--- src/rtl/shift_div8_pkg.sv ---
// Shared arithmetic datapath definitions.
// Control-state encoding and default operand width.
package shift_div8_pkg;

  localparam int ARITH_N = 8;

  typedef enum logic [1:0] {
    ST_IDLE = 2'd0,
    ST_BUSY = 2'd1,
    ST_DONE = 2'd2
  } arith_state_t;

endpackage

--- src/rtl/shift_div8_div_step.sv ---
// One restoring-division iteration.
// Shift in the next dividend bit, then trial-subtract the divisor.
module div_step #(
  parameter int N = 8
) (
  input  logic [N:0]   rem,
  input  logic         quo_msb,
  input  logic [N-1:0] divisor,
  output logic [N:0]   rem_nxt,
  output logic         qbit
);

  logic [N:0]   shifted;
  logic [N+1:0] trial;

  always_comb begin
    shifted = {rem[N-1:0], quo_msb};
    trial   = {1'b0, shifted} - {2'b00, divisor};
    qbit    = ~trial[N+1];
    rem_nxt = qbit ? trial[N:0] : shifted;
  end

  logic unused_rem_msb;
  assign unused_rem_msb = rem[N];

endmodule

--- src/rtl/shift_div8.sv ---
// Sequential restoring divider, one quotient bit per falling edge.
// Shares the multiplier's falling-edge timing and mult_rst net.
module shift_div8
  import shift_div8_pkg::*;
#(
  parameter int N = ARITH_N
) (
  input  logic         clk,
  input  logic         mult_rst,
  input  logic         start,
  input  logic [N-1:0] a,
  input  logic [N-1:0] b,
  output logic [N-1:0] q,
  output logic [N-1:0] r,
  output logic         busy,
  output logic         done,
  output logic         div_zero
);

  localparam int CW = $clog2(N + 1);
  localparam logic [CW-1:0] LAST = CW'(N - 1);

  arith_state_t state, state_n;

  logic [N-1:0]  quo_reg, quo_n;
  logic [N:0]    rem_reg, rem_n;
  logic [N-1:0]  div_reg, div_n;
  logic [CW-1:0] cnt, cnt_n;
  logic          dz_reg, dz_n;

  logic [N:0] rem_step;
  logic       qbit;

  div_step #(.N(N)) u_step (
    .rem     (rem_reg),
    .quo_msb (quo_reg[N-1]),
    .divisor (div_reg),
    .rem_nxt (rem_step),
    .qbit    (qbit)
  );

  always_ff @(negedge clk or posedge mult_rst) begin
    if (mult_rst) begin
      state   <= ST_IDLE;
      quo_reg <= '0;
      rem_reg <= '0;
      div_reg <= '0;
      cnt     <= '0;
      dz_reg  <= 1'b0;
    end else begin
      state   <= state_n;
      quo_reg <= quo_n;
      rem_reg <= rem_n;
      div_reg <= div_n;
      cnt     <= cnt_n;
      dz_reg  <= dz_n;
    end
  end

  always_comb begin
    state_n = state;
    quo_n   = quo_reg;
    rem_n   = rem_reg;
    div_n   = div_reg;
    cnt_n   = cnt;
    dz_n    = dz_reg;
    unique case (state)
      ST_IDLE, ST_DONE: begin
        if (start) begin
          quo_n   = a;
          rem_n   = '0;
          div_n   = b;
          cnt_n   = '0;
          dz_n    = (b == '0);
          state_n = ST_BUSY;
        end
      end
      ST_BUSY: begin
        quo_n = {quo_reg[N-2:0], qbit};
        rem_n = rem_step;
        cnt_n = cnt + CW'(1);
        if (cnt == LAST) state_n = ST_DONE;
      end
      default: state_n = ST_IDLE;
    endcase
  end

  assign q        = quo_reg;
  assign r        = rem_reg[N-1:0];
  assign busy     = (state == ST_BUSY);
  assign done     = (state == ST_DONE);
  assign div_zero = dz_reg;

endmodule
--- config.mk ---
export PLATFORM = sky130hd
export DESIGN_NAME = shift_div8
export DESIGN_NICKNAME = d
export VERILOG_FILES = /design/src/rtl/shift_div8_pkg.sv /design/src/rtl/shift_div8_div_step.sv /design/src/rtl/shift_div8.sv
export SDC_FILE = /design/constraint.sdc
export NUM_CORES = 1
export LEC_CHECK = 0
export CAP_MARGIN = 15
export CORE_MARGIN = 4
export CORE_UTILIZATION = 50
export CTS_BUF_LIST = sky130_fd_sc_hd__clkbuf_4
export DETAILED_ROUTE_END_ITERATION = 8
export PLACE_DENSITY = 0.87
export SLEW_MARGIN = 20
export SYNTH_ARGS = -nofsm -noshare
export SYNTH_HDL_FRONTEND = slang
export SYNTH_SLANG_ARGS = --single-unit
--- constraint.sdc ---
create_clock -name clk -period 2.3 [get_ports clk]
set_input_delay 0.345 -clock clk [delete_from_list [all_inputs] [get_ports clk]]
set_output_delay 0.345 -clock clk [all_outputs]
set_load 0.02 [all_outputs]
==> impl_metrics.ini, run 1 <==
[yosys]
synth_warnings = 0
ys_top_cells_by_area = dfrtn_1 45%, nand2_1 7.8%, ha_1 6.5%, o21ai_0 6.4%, inv_1 3.3%
synth.distinct_cells = 37
post_synth.cell_area_avg_sq_um = 9.18
synth_top_flop_cell = dfrtn_1
synth_seq_cells = 31
async_reset_ff_frac = 1.00
synth_top_cell_by_area = dfrtn_1
share_of_synthesized_area_occupied_by_flip_flops_and_latches = 0.450
synth.cell_area_sq_um = 1730
count_of_flip_flops_with_a_built_in_enable_after_synthesis = 0
netlist_instances = 188
synthesis.nets = 217
synthDominantCellAreaShare = 0.450

[sta]
fin_ws_ps = -298
setup_viol_count_final = 19
fin_worst_hold_slack_ps = 447
timing.final.hold_violations = 0
transition_at_the_pin_with_the_smallest_max_transition_slack_ps = 435
rsz_0062_raised_after_global_routing = true
skew_ps = 4.97
timing_max_transition_violations_final = 0
total_negative_setup_slack_ps = -1810
slew_headroom = 0.710

[status]
run_status = finished, violations left
violations = negative setup slack

[global_route]
grt_overflow = 0
track_usage = 0.225
first_pass_grt_wire_length_um = 7470
number_of_antenna_violations_at_the_first_check_in_global_routing = 0
pin_count_of_the_biggest_net_entering_global_routing = 32
first_global_vias = 1672

[setup_path]
cp-end-kind = output pin
data_arrival_at_the_endpoint_of_the_critical_path_ps = 2250
setup.worst_path.class = register to output pin
worstPathMaxFanout = 3
crit_path_start_kind = register
crit_path_top_delay_cell = dfrtn_1
critical-path-max-stage-delay_ps = 480
worst_ep_required_time_ps = 1960
timing.critical_path.cells = nand2b_4, inv_2, buf_6

[floorplanning]
die-height_um = 66.7
core_area_sq_um = 3340
ioPinCount = 38
initial_cell_density_of_the_core = 0.517
fp-row-count = 21
die_x_extent_um = 66.7
die_area_sq_um = 4450

[power]
areal_power_density_over_the_cells_nw_per_um2 = 1770
p_leak_nw = 1.18
report.power.total_mw = 4.47
max-vdd-ir-drop_mv = 0.999

[layout]
utilization = 0.759
fin_nets = 288
syn2layout_area_growth_pct = 46.7
antenna_diodes = 0
design_area_sq_um = 2530
layoutNonFillerInstCount = 306
drive_above_1_share = 0.296

[routing]
routed_vias_inst = 5.56
routed_wirelength_um = 4630
drtAntennaViolNets = 0
routed_wire_length_per_instance_um = 15.1
via_count = 1700
drt_first_iter_violations = 161
post-route-drc-count = 0
drt_pass1_iterations = 4

[clock_tree]
cts-buffers-inserted = 5
number_of_buffers_inserted_by_hold_repair_at_cts = 0
tritoncts = done
worstSkewPairLatency_ps = 320
clk_root_buffer_cell = clkbuf_4
clock_sinks = 31
cts.reportedPaths.clkPinSlew_ps = 70
htree_levels = 2
clockBufferDepth = 2

[min_path]
min_path_type = register to register

[placed_design]
hpwl_um = 3090
placement.setup.worst_slack_ps = -651
place_congestion = 0.836
placed_instance_area_sq_um = 2330
numPortBuffers = 37
place_inst = 286

[flow_run]
cap_violations = 0
[metal layers]
metal / vias to the layer above / GRT usage / wire length [um]
li1: 804 / - / -
met2: 61 / 0.369 / 2290
met4: 0 / 0.0863 / 132
met3: 18 / 0.0540 / 307
met1: 817 / 0.284 / 1900
met5: - / 0 / 0
[critical path, delay by kind of cell, from the launching register on]
| family | cells | cell delay (ps) |
|---|---|---|
| DFF | 1 | 480 |
| and+or+nand+nor | 1 | 160 |
| buffers and inverters | 2 | 150 |
[area by class of cell]
type,instances,area [sq um]
clock buffer,6,45.0
fill,226,806
inverter,15,61.3
timing repair buffer,72,677
multi-input combinational,134,902
sequential,31,776
clock inverter,2,12.5
tap,46,57.6
[cells by family (layout without fill, tap and decap cells)]
| kind of cell | count (synthesis) | count (layout) | share of synthesized area |
|---|---|---|---|
| adders and majority gates | 10 | 10 | 0.0769 |
| DFF | 31 | 31 | 0.450 |
| AOI/OAI and AO/OA | 53 | 53 | 0.212 |
| xor gates and xnor gates | 4 | 4 | 0.0203 |
| buffers and inverters | 24 | 95 | 0.0558 |
| and+or+nand+nor | 64 | 65 | 0.173 |
| muxes | 2 | 2 | 0.0116 |
[report_power, final]
part / total, mW / internal [mW] / switching, mW
logic: 3.13 / 1.46 / 1.67
clock network: 0.323 / 0.130 / 0.194
registers: 1.02 / 0.844 / 0.176
total: 4.47 / 2.43 / 2.04
[cell usage after synthesis, types with 2 or more instances]
cell type / instances
nand2b_1: 6
a32o_1: 2
a22oi_1: 7
clkbuf_1: 6
o21ai_0: 22
nor4_1: 3
a31oi_1: 2
nand3_1: 5
ha_1: 9
inv_1: 15
dfrtn_1: 31
mux2i_1: 2
a32oi_1: 3
nand2_1: 36
buf_2: 2
xnor2_1: 3
nor2_1: 7
a211oi_1: 2
a21oi_1: 7
[repair_timing]
item                                    CTS  global route
setup buffers                             7             4
endpoints found under the setup margin   45            34
pin swaps                                 1             3
gates cloned                              1             0
hold endpoints to repair                  0             0
gates resized for setup                 123             5
[path summary, 6_finish.rpt]
path / start / to / slack (ps) / depth (start not counted)
max in group asynchronous: mult_rst / rem_reg[4]$_DFFE_NP0P_ / 710 / 3
max: state[0]$_DFFE_NP0P_ / done / -300 / 3
min reg2reg: div_reg[0]$_DFFE_NP0P_ / div_reg[0]$_DFFE_NP0P_ / 450 / 2
min: div_reg[0]$_DFFE_NP0P_ / div_reg[0]$_DFFE_NP0P_ / 450 / 2
min in group asynchronous: mult_rst / q[1]$_DFFE_NP0P_ / 1390 / 3
max reg2reg: rem_reg[3]$_DFFE_NP0P_ / rem_reg[0]$_DFFE_NP0P_ / 80 / 7
[layout by cell type, fill, tap and decap left out, types with 2 or more instances in the layout]
cell type	synthesis	layout
nor4_1	3	3
buf_12	0	2
o21ai_0	22	21
a21oi_1	7	5
a31oi_1	2	2
clkdlybuf4s50_1	0	17
dfrtn_1	31	31
nor2_4	1	2
a32oi_1	3	3
clkbuf_4	0	6
nand2b_1	6	4
a211oi_1	2	2
inv_1	15	13
nand2_1	36	36
nand3_1	5	5
nor2_1	7	6
ha_1	9	9
xnor2_1	3	3
nand2b_4	0	2
mux2i_1	2	2
buf_6	0	19
a32o_1	2	2
a21oi_2	0	2
buf_4	1	33
a22oi_1	7	6
Power figures use the tool's default switching activity.
==> run 2: changes to the inputs <==
CORE_ASPECT_RATIO = 0.8   (was not set)
CORE_MARGIN = not set   (was 4)
==> impl_metrics.ini, run 2 (same netlist as run 1, synthesis figures left out) <==
[status]
run_status = finished, violations left
violations = negative setup slack

[layout]
design_area_sq_um = 2640
drive_above_1_share = 0.336
most-common-layout-cells = 48 x buf_4, 36 x nand2_1, 31 x dfrtn_1, 20 x o21ai_0, 19 x buf_6
utilization = 0.830
fin_nets = 303
syn2layout_area_growth_pct = 52.7
mostFrequentLayoutCell = buf_4
antenna_diodes = 0

[power]
max-vdd-ir-drop_mv = 1.28
report.power.total_mw = 4.63
areal_power_density_over_the_cells_nw_per_um2 = 1760
p_leak_nw = 1.24

[floorplanning]
die_area_sq_um = 3690
die_x_extent_um = 67.7
fp-row-count = 18
ioPinCount = 38
core_area_sq_um = 3180
die-height_um = 54.5
initial_cell_density_of_the_core = 0.543

[routing]
routed_vias_inst = 5.62
via_count = 1764
post-route-drc-count = 0
drt_first_iter_violations = 130
drtAntennaViolNets = 0
drt_pass1_iterations = 4
routed_wire_length_per_instance_um = 16.3
routed_wirelength_um = 5100

[setup_path]
crit_path_start_kind = register
cp-end-kind = output pin
setup.worst_path.class = register to output pin
data_arrival_at_the_endpoint_of_the_critical_path_ps = 2270
worstPathMaxFanout = 3
worst_ep_required_time_ps = 1960

[clock_tree]
cts-buffers-inserted = 5
tritoncts = done
cts.reportedPaths.clkPinSlew_ps = 60
htree_levels = 2
clock_sinks = 31
clk_root_buffer_cell = clkbuf_4
clockBufferDepth = 2
worstSkewPairLatency_ps = 340
number_of_buffers_inserted_by_hold_repair_at_cts = 0

[sta]
timing.final.hold_violations = 0
skew_ps = 7.67
transition_at_the_pin_with_the_smallest_max_transition_slack_ps = 460
rsz_0062_raised_after_global_routing = true
slew_headroom = 0.693
timing_max_transition_violations_final = 0
fin_ws_ps = -313
setup_viol_count_final = 19
total_negative_setup_slack_ps = -2060

[placed_design]
placed_instance_area_sq_um = 2370
place_congestion = 0.882
numPortBuffers = 37
hpwl_um = 3210
placement.setup.worst_slack_ps = -609

[global_route]
first_global_vias = 1630
number_of_antenna_violations_at_the_first_check_in_global_routing = 0
pin_count_of_the_biggest_net_entering_global_routing = 32
first_pass_grt_wire_length_um = 7430
track_usage = 0.292
grt_overflow = 0

[flow_run]
cap_violations = 0

[min_path]
min_path_type = register to register
-- run 2: layout make-up --
type | instances | area (sq um)
clock inverters | 2 | 8.76
inverters | 15 | 61.3
well taps | 40 | 50.0
repair buffers | 86 | 773
multi-input cells | 135 | 928
flip-flops and latches | 31 | 776
clock buffers | 5 | 37.5
fillers | 192 | 541
-- run 2: repair_timing --
action | 4_1_cts | 5_1_grt
buffers inserted | 10 | 7
endpoints found under the hold margin | 0 | 0
pin swaps | 2 | 3
resized for setup | 123 | 8
endpoints found under the setup margin | 48 | 28
gates cloned | 1 | 1
-- run 2: worst max-delay path, stage by stage, from the launching register on --
cell	delay [ps]
dfrtn_1	480
nand2b_4	160
inv_2	30
buf_6	120
-- run 2: final timing paths --
| kind | startpoint | end | slack [ps] | cells past startpoint |
|---|---|---|---|---|
| min in group asynchronous | mult_rst | q[3]$_DFFE_NP0P_ | 1380 | 3 |
| setup reg to reg | rem_reg[3]$_DFFE_NP0P_ | rem_reg[5]$_DFFE_NP0P_ | 20 | 9 |
| hold / removal | div_reg[0]$_DFFE_NP0P_ | div_reg[0]$_DFFE_NP0P_ | 460 | 2 |
| max in group asynchronous | mult_rst | div_reg[2]$_DFFE_NP0P_ | 720 | 3 |
| setup / recovery | state[0]$_DFFE_NP0P_ | done | -310 | 3 |
| hold reg to reg | div_reg[0]$_DFFE_NP0P_ | div_reg[0]$_DFFE_NP0P_ | 460 | 2 |
-- run 2: per-layer routing --
metal	global-route usage	wire length, um
met2	0.469	2490
met4	0.181	136
met5	0	0
met3	0.0750	321
met1	0.354	2160
-- run 2: power by group --
part / total, mW / switching (mW) / internal [mW]
clock: 0.299 / 0.191 / 0.108
sequential: 1.02 / 0.171 / 0.844
combinational: 3.32 / 1.78 / 1.54
total: 4.63 / 2.14 / 2.50
-- run 2: stage by stage --
| step | hold WS [ps] | instances |
|---|---|---|
| after CTS | 450 | 306 |
| final | 463 | 314 |
| after global routing | 473 | 314 |
| after floorplan | 413 | 188 |
| after global placement | 438 | 288 |
| after detailed placement | 444 | 288 |
